==> src/rtl/alu_ctrl_pkg.sv <==
// Shared types and encodings for the ALU-control decode stage.
// Holds the ALU op codes, RV32I opcodes, operand-select encodings and the decoded-entry struct.
package alu_ctrl_pkg;

    localparam int XLEN = 32;

    typedef enum logic [4:0] {
        ALU_ADD  = 5'b00000,
        ALU_SUB  = 5'b01000,
        ALU_SLL  = 5'b00001,
        ALU_SLT  = 5'b00100,
        ALU_SLTU = 5'b00101,
        ALU_XOR  = 5'b00110,
        ALU_SRL  = 5'b00111,
        ALU_SRA  = 5'b10111,
        ALU_OR   = 5'b01010,
        ALU_AND  = 5'b01100
    } alu_op_e;

    localparam logic [6:0] OPC_OP     = 7'b0110011;
    localparam logic [6:0] OPC_OP_IMM = 7'b0010011;
    localparam logic [6:0] OPC_LUI    = 7'b0110111;
    localparam logic [6:0] OPC_AUIPC  = 7'b0010111;

    localparam logic [6:0] F7_BASE = 7'b0000000;
    localparam logic [6:0] F7_ALT  = 7'b0100000;

    localparam logic [1:0] OPA_RS1  = 2'd0;
    localparam logic [1:0] OPA_PC   = 2'd1;
    localparam logic [1:0] OPA_ZERO = 2'd2;

    localparam logic OPB_RS2 = 1'b0;
    localparam logic OPB_IMM = 1'b1;

    localparam logic [2:0] F3_ADD = 3'b000;
    localparam logic [2:0] F3_SLL = 3'b001;
    localparam logic [2:0] F3_SR  = 3'b101;

    // Occupancy of the output register plus skid register.
    typedef enum logic [1:0] {
        OCC_EMPTY = 2'd0,
        OCC_ONE   = 2'd1,
        OCC_TWO   = 2'd2
    } occ_e;

    typedef struct packed {
        alu_op_e         alu_op;
        logic [2:0]      funct3;
        logic [6:0]      funct7;
        logic [1:0]      op_a_sel;
        logic            op_b_sel;
        logic [XLEN-1:0] imm;
        logic [XLEN-1:0] pc;
        logic            illegal;
    } alu_entry_t;

    // alt selects the funct7[5] variant (SUB for 000, SRA for 101); other funct3 ignore it.
    function automatic alu_op_e alu_op_from_funct3(input logic [2:0] f3, input logic alt);
        alu_op_e op;
        case (f3)
            3'b000:  op = alt ? ALU_SUB : ALU_ADD;
            3'b001:  op = ALU_SLL;
            3'b010:  op = ALU_SLT;
            3'b011:  op = ALU_SLTU;
            3'b100:  op = ALU_XOR;
            3'b101:  op = alt ? ALU_SRA : ALU_SRL;
            3'b110:  op = ALU_OR;
            default: op = ALU_AND;
        endcase
        return op;
    endfunction

    // Unsupported encodings still travel down the pipe, tagged and with neutral controls.
    function automatic alu_entry_t illegal_entry(input logic [XLEN-1:0] pc);
        alu_entry_t e;
        e          = '0;
        e.alu_op   = ALU_ADD;
        e.pc       = pc;
        e.illegal  = 1'b1;
        return e;
    endfunction

endpackage

==> src/rtl/alu_ctrl_decode.sv <==
// Combinational RV32I decode of one instruction into an ALU-control entry.
// No state: the result depends only on the current instr and pc.
module alu_ctrl_decode
    import alu_ctrl_pkg::*;
(
    input  logic [31:0]     instr,
    input  logic [XLEN-1:0] pc,
    output alu_entry_t      entry
);

    logic [6:0]      opcode;
    logic [2:0]      f3;
    logic [6:0]      f7;
    logic [XLEN-1:0] imm_i;
    logic [XLEN-1:0] imm_u;
    logic [XLEN-1:0] imm_sh;
    logic            is_shift_imm;
    logic            op_legal;
    logic            op_imm_legal;
    logic            op_alt;
    logic            op_imm_alt;
    logic            unused_fields;

    assign opcode = instr[6:0];
    assign f3     = instr[14:12];
    assign f7     = instr[31:25];

    assign imm_i  = {{(XLEN-12){instr[31]}}, instr[31:20]};
    assign imm_u  = {instr[31:12], 12'b0};
    assign imm_sh = {{(XLEN-5){1'b0}}, instr[24:20]};

    // Register and destination fields are not part of the ALU control word.
    assign unused_fields = ^{instr[19:15], instr[11:7]};

    assign is_shift_imm = (f3 == F3_SLL) || (f3 == F3_SR);

    // The alternate funct7 only exists for SUB and SRA.
    assign op_legal = (f7 == F7_BASE) ||
                      ((f7 == F7_ALT) && ((f3 == F3_ADD) || (f3 == F3_SR)));
    assign op_alt   = (f7 == F7_ALT);

    always_comb begin
        op_imm_legal = 1'b1;
        if (f3 == F3_SLL) begin
            op_imm_legal = (f7 == F7_BASE);
        end else if (f3 == F3_SR) begin
            op_imm_legal = (f7 == F7_BASE) || (f7 == F7_ALT);
        end
    end

    // ADDI never becomes SUB, so only the right-shift variant may take the alternate op.
    assign op_imm_alt = (f3 == F3_SR) && (f7 == F7_ALT);

    always_comb begin
        entry = illegal_entry(pc);
        case (opcode)
            OPC_OP: begin
                if (op_legal) begin
                    entry.alu_op   = alu_op_from_funct3(f3, op_alt);
                    entry.funct3   = f3;
                    entry.funct7   = f7;
                    entry.op_a_sel = OPA_RS1;
                    entry.op_b_sel = OPB_RS2;
                    entry.imm      = '0;
                    entry.illegal  = 1'b0;
                end
            end
            OPC_OP_IMM: begin
                if (op_imm_legal) begin
                    entry.alu_op   = alu_op_from_funct3(f3, op_imm_alt);
                    entry.funct3   = f3;
                    entry.funct7   = f7;
                    entry.op_a_sel = OPA_RS1;
                    entry.op_b_sel = OPB_IMM;
                    entry.imm      = is_shift_imm ? imm_sh : imm_i;
                    entry.illegal  = 1'b0;
                end
            end
            OPC_LUI: begin
                entry.alu_op   = ALU_ADD;
                entry.funct3   = F3_ADD;
                entry.funct7   = '0;
                entry.op_a_sel = OPA_ZERO;
                entry.op_b_sel = OPB_IMM;
                entry.imm      = imm_u;
                entry.illegal  = 1'b0;
            end
            OPC_AUIPC: begin
                entry.alu_op   = ALU_ADD;
                entry.funct3   = F3_ADD;
                entry.funct7   = '0;
                entry.op_a_sel = OPA_PC;
                entry.op_b_sel = OPB_IMM;
                entry.imm      = imm_u;
                entry.illegal  = 1'b0;
            end
            default: begin
                entry = illegal_entry(pc);
            end
        endcase
    end

endmodule

==> src/rtl/alu_ctrl_stage.sv <==
// Registered decode stage: output register plus one-entry skid buffer with valid/ready.
// in_ready comes from registered occupancy only, so out_ready never reaches it combinationally.
module alu_ctrl_stage
    import alu_ctrl_pkg::*;
(
    input  logic            clk,
    input  logic            rst_n,
    input  logic            flush,
    input  logic            in_valid,
    output logic            in_ready,
    input  logic [31:0]     instr,
    input  logic [XLEN-1:0] pc_in,
    output logic            out_valid,
    input  logic            out_ready,
    output logic [4:0]      alu_op,
    output logic [2:0]      funct3,
    output logic [6:0]      funct7,
    output logic [1:0]      op_a_sel,
    output logic            op_b_sel,
    output logic [XLEN-1:0] imm,
    output logic [XLEN-1:0] pc_out,
    output logic            illegal
);

    occ_e       state_reg;
    occ_e       state_next;
    alu_entry_t dec_entry;
    alu_entry_t out_entry_reg;
    alu_entry_t skid_entry_reg;

    logic accept;
    logic consume;
    logic load_out_new;
    logic load_out_skid;
    logic load_skid;

    alu_ctrl_decode u_decode (
        .instr (instr),
        .pc    (pc_in),
        .entry (dec_entry)
    );

    always_ff @(posedge clk or negedge rst_n) begin
        if (!rst_n) begin
            state_reg <= OCC_EMPTY;
        end else begin
            state_reg <= state_next;
        end
    end

    always_comb begin
        state_next = state_reg;
        case (state_reg)
            OCC_EMPTY: if (accept) state_next = OCC_ONE;
            OCC_ONE: begin
                if (accept && !consume) begin
                    state_next = OCC_TWO;
                end else if (!accept && consume) begin
                    state_next = OCC_EMPTY;
                end
            end
            OCC_TWO:   if (consume) state_next = OCC_ONE;
            default:   state_next = OCC_EMPTY;
        endcase
        // Flush wins over any simultaneous accept or consume.
        if (flush) begin
            state_next = OCC_EMPTY;
        end
    end

    always_comb begin
        in_ready      = (state_reg != OCC_TWO);
        out_valid     = (state_reg != OCC_EMPTY);
        load_out_new  = 1'b0;
        load_out_skid = 1'b0;
        load_skid     = 1'b0;
        if (!flush) begin
            case (state_reg)
                OCC_EMPTY: load_out_new = accept;
                OCC_ONE: begin
                    load_out_new = accept && consume;
                    load_skid    = accept && !consume;
                end
                OCC_TWO:   load_out_skid = consume;
                default: begin
                    load_out_new = 1'b0;
                end
            endcase
        end
    end

    assign accept  = in_valid && in_ready;
    assign consume = out_valid && out_ready;

    // Payload registers only move on a load, which keeps the outputs frozen under back-pressure.
    always_ff @(posedge clk or negedge rst_n) begin
        if (!rst_n) begin
            out_entry_reg  <= '0;
            skid_entry_reg <= '0;
        end else begin
            if (load_out_new) begin
                out_entry_reg <= dec_entry;
            end else if (load_out_skid) begin
                out_entry_reg <= skid_entry_reg;
            end
            if (load_skid) begin
                skid_entry_reg <= dec_entry;
            end
        end
    end

    assign alu_op   = out_entry_reg.alu_op;
    assign funct3   = out_entry_reg.funct3;
    assign funct7   = out_entry_reg.funct7;
    assign op_a_sel = out_entry_reg.op_a_sel;
    assign op_b_sel = out_entry_reg.op_b_sel;
    assign imm      = out_entry_reg.imm;
    assign pc_out   = out_entry_reg.pc;
    assign illegal  = out_entry_reg.illegal;

endmodule

==> config.mk <==
export PLATFORM = sky130hd
export DESIGN_NAME = alu_ctrl_stage
export DESIGN_NICKNAME = d
export VERILOG_FILES = /design/src/rtl/alu_ctrl_pkg.sv /design/src/rtl/alu_ctrl_decode.sv /design/src/rtl/alu_ctrl_stage.sv
export SDC_FILE = /design/constraint.sdc
export NUM_CORES = 1
export LEC_CHECK = 0
export BUFFER_PORTS_ARGS = -buffer_cell sky130_fd_sc_hd__buf_2
export CAP_MARGIN = 20
export CORE_MARGIN = 8
export CORE_UTILIZATION = 50
export CTS_CLUSTER_DIAMETER = 60
export DETAILED_ROUTE_END_ITERATION = 12
export PLACE_DENSITY = 0.74
export SLEW_MARGIN = 20
export SYNTH_ARGS = -nofsm -noshare
export SYNTH_HDL_FRONTEND = slang
export SYNTH_HIERARCHICAL = 1
export SYNTH_SLANG_ARGS = --single-unit
==> constraint.sdc <==
create_clock -name clk -period 5.3 [get_ports clk]
set_clock_uncertainty 0.15 [all_clocks]
set_input_delay 0.265 -clock clk [delete_from_list [all_inputs] [get_ports clk]]
set_output_delay 0.265 -clock clk [all_outputs]
set_load 0.02 [all_outputs]
==> qor.csv <==
metric;value;unit
status;completed;
whs_endpoint;skid_entry_reg[49]$_DFFE_PN0P_;
first_iter_violations;218;
rows;45;
endpoint_kind;register;
postCtsSetupRepairBufs;0;
crit_buf_inv;3;
wire_per_inst;19.9;um
vias;5274;
cp_data_required_time;5.49;ns
path_delay_family;buffers and inverters;
fin_nets;787;
finalPower;3070;uW
cap_violations;0;
grt-ovfl-total;0;
slowest_delay;0.66;ns
place_area;8220;um^2
critPathSlowestCell;buf_4;
syn-num-nets;653;
crit_fanout;53;
timing.slew.headroom;0.368;
syn_inst;584;
tightestPinTransition;0.948;ns
fin_crit_sh;0.492;
r2r_cells;4;
largest_reg_flops;83;
synth_area_per_cell;13.0;um^2
hold_class;primary input to register;
netlist_area;7610;um^2
clock_sinks;168;
grt_setup_unrepaired;false;
cts_buffer_depth;2;
ant_nets;0;
setup_viol;0;
hold_path_depth;3;
hpwl;11.5;mm
pin_count;154;
min_period;2.61;ns
grt_pass1_vias;5848;
hp-start;instr[16];
tns;0;ns
drive_above_1_share;0.300;
p_leak;0.00479;uW
worst-setup-path-type;primary input to register;
synth_cell_type_count;42;
start_util;0.506;
die_area;19400;um^2
synthFlopType;dfrtp_1;
cp.arrival;2.80;ns
fillCellCount;1170;
synthArstFlopShare;1.00;
cp_cell_sequence;dlygate4sd3_1, buf_2, and4bb_2, a21oi_4, buf_4, a221o_1;
ctsResizeCount;0;
grt_use_total;0.192;
start_kind;primary input;
drt-pass1-iter-count;6;
final_common_cell;dfrtp_1;
final_cells;919;
design_area;9160;um^2
fmax;384;MHz
ys_ff_latch;168;
synth_edf_count;0;
totalWireLength;18.3;mm
diodes;0;
dieHeight;139;um
r2r-end;pc_out[4]$_DFFE_PN0P_;
hold_buffers;35;
drcViolationCount;0;
antenna_found_initial;0;
rrSetupSlack;2.76;ns
clk-insertion-delay-late;0.41;ns
slew_violations;0;
grt_pass1_wl;30.2;mm
cts_made_buffers;17;
cts_tree;built;
core-area;15000;um^2
numPortBuffers;148;
htreeDepth;4;
ys.warnings.count;6;
dieWidth;139;um
peakVddDrop;0.213;mV
clkTransAtPathRegs;0.06;ns
grt_max_degree;113;
hold_violations;0;
mostFrequentLayoutCells;dfrtp_1 (168), buf_2 (147), a221o_1 (80);
rr_startpoint;state_reg[1]$_DFFE_PN0P_;
synth-seq-area-share;0.553;
synthToLayoutAreaGrowth;20.4;%
power_per_cell_area;335;nW/um^2
gp_congestion;0.799;
via_per_inst;5.74;
place_inst;852;
root_buffer;clkbuf_16;
## Yosys cell counts, types with 3 or more instances
library cell,number,share of area
a21o_1,18,0.018
a221o_1,80,0.11
and2_0,70,0.058
and2_1,16,0.013
and3_1,12,0.0099
and3_2,7,0.0069
buf_2,35,0.023
buf_4,32,0.032
clkbuf_1,6,0.0030
dfrtp_1,168,0.55
mux2_1,73,0.11
mux2_2,16,0.024
nand2_1,7,0.0035
nand2b_1,5,0.0041
nor2b_1,3,0.0025
o21ai_0,3,0.0020
## logic make-up (layout without fill, tap and decap cells)
logic type	count (synthesis)	after routing	share of synthesized area
multiplexers	89	89	0.132
AND/OR/NAND/NOR	139	139	0.118
XOR/XNOR	1	1	0.00115
flip-flops	168	168	0.553
AO/OA/AOI/OAI	112	112	0.137
buffers and inverters	75	222	0.0595
## per-stage QoR
step	utilization	setup slack (ns)	hold WS, ns
after CTS	0.609	2.69	0.0111
after floorplan	-	3.49	-0.181
final	0.609	2.69	0.0264
after global routing	0.609	2.58	0.0340
after global placement	0.546	2.85	0.315
after detailed placement	0.547	2.77	0.324
## power breakdown
| group | switching [uW] | internal, uW |
|---|---|---|
| Clock | 473 | 753 |
| Sequential | 63.2 | 1410 |
| Combinational | 209 | 163 |
## routing by layer
| layer | track usage | vias up | wire length (um) |
|---|---|---|---|
| li1 | - | 2383 | - |
| met1 | 0.229 | 2733 | 7970 |
| met2 | 0.326 | 138 | 8880 |
| met3 | 0.0540 | 20 | 1100 |
| met4 | 0.0676 | 0 | 306 |
| met5 | 0 | - | 0 |
## how the worst max path moves through the flow
stage / start / endpoint / slack (ns) / cells past startpoint
floorplan: instr[29] / illegal$_DFFE_PN0P_ / 3.49 / 6
global placement: state_reg[1]$_DFFE_PN0P_ / funct7[1]$_DFFE_PN0P_ / 2.85 / 4
detailed placement: state_reg[1]$_DFFE_PN0P_ / funct7[1]$_DFFE_PN0P_ / 2.77 / 4
CTS: flush / pc_out[4]$_DFFE_PN0P_ / 2.69 / 6
global route: flush / funct7[2]$_DFFE_PN0P_ / 2.58 / 6
finish: flush / pc_out[4]$_DFFE_PN0P_ / 2.69 / 6
## cell type report
cell class | instances | area, um^2 | share of cell area
clock buffers | 24 | 462 | 0.0504
clock inverters | 8 | 121 | 0.0133
flip-flops and latches | 168 | 4200 | 0.459
multi-input cells | 341 | 2980 | 0.326
well taps | 188 | 235 | 0.0257
repair buffers | 189 | 1140 | 0.125
inverters | 1 | 3.75 | 0.000410
## worst min-delay path, delay by kind of cell
family,cells,cell delay (ns)
mux,1,0.11
buf+inv,1,0.08
compound gates,1,0.10
Power figures use the tool's default switching activity.
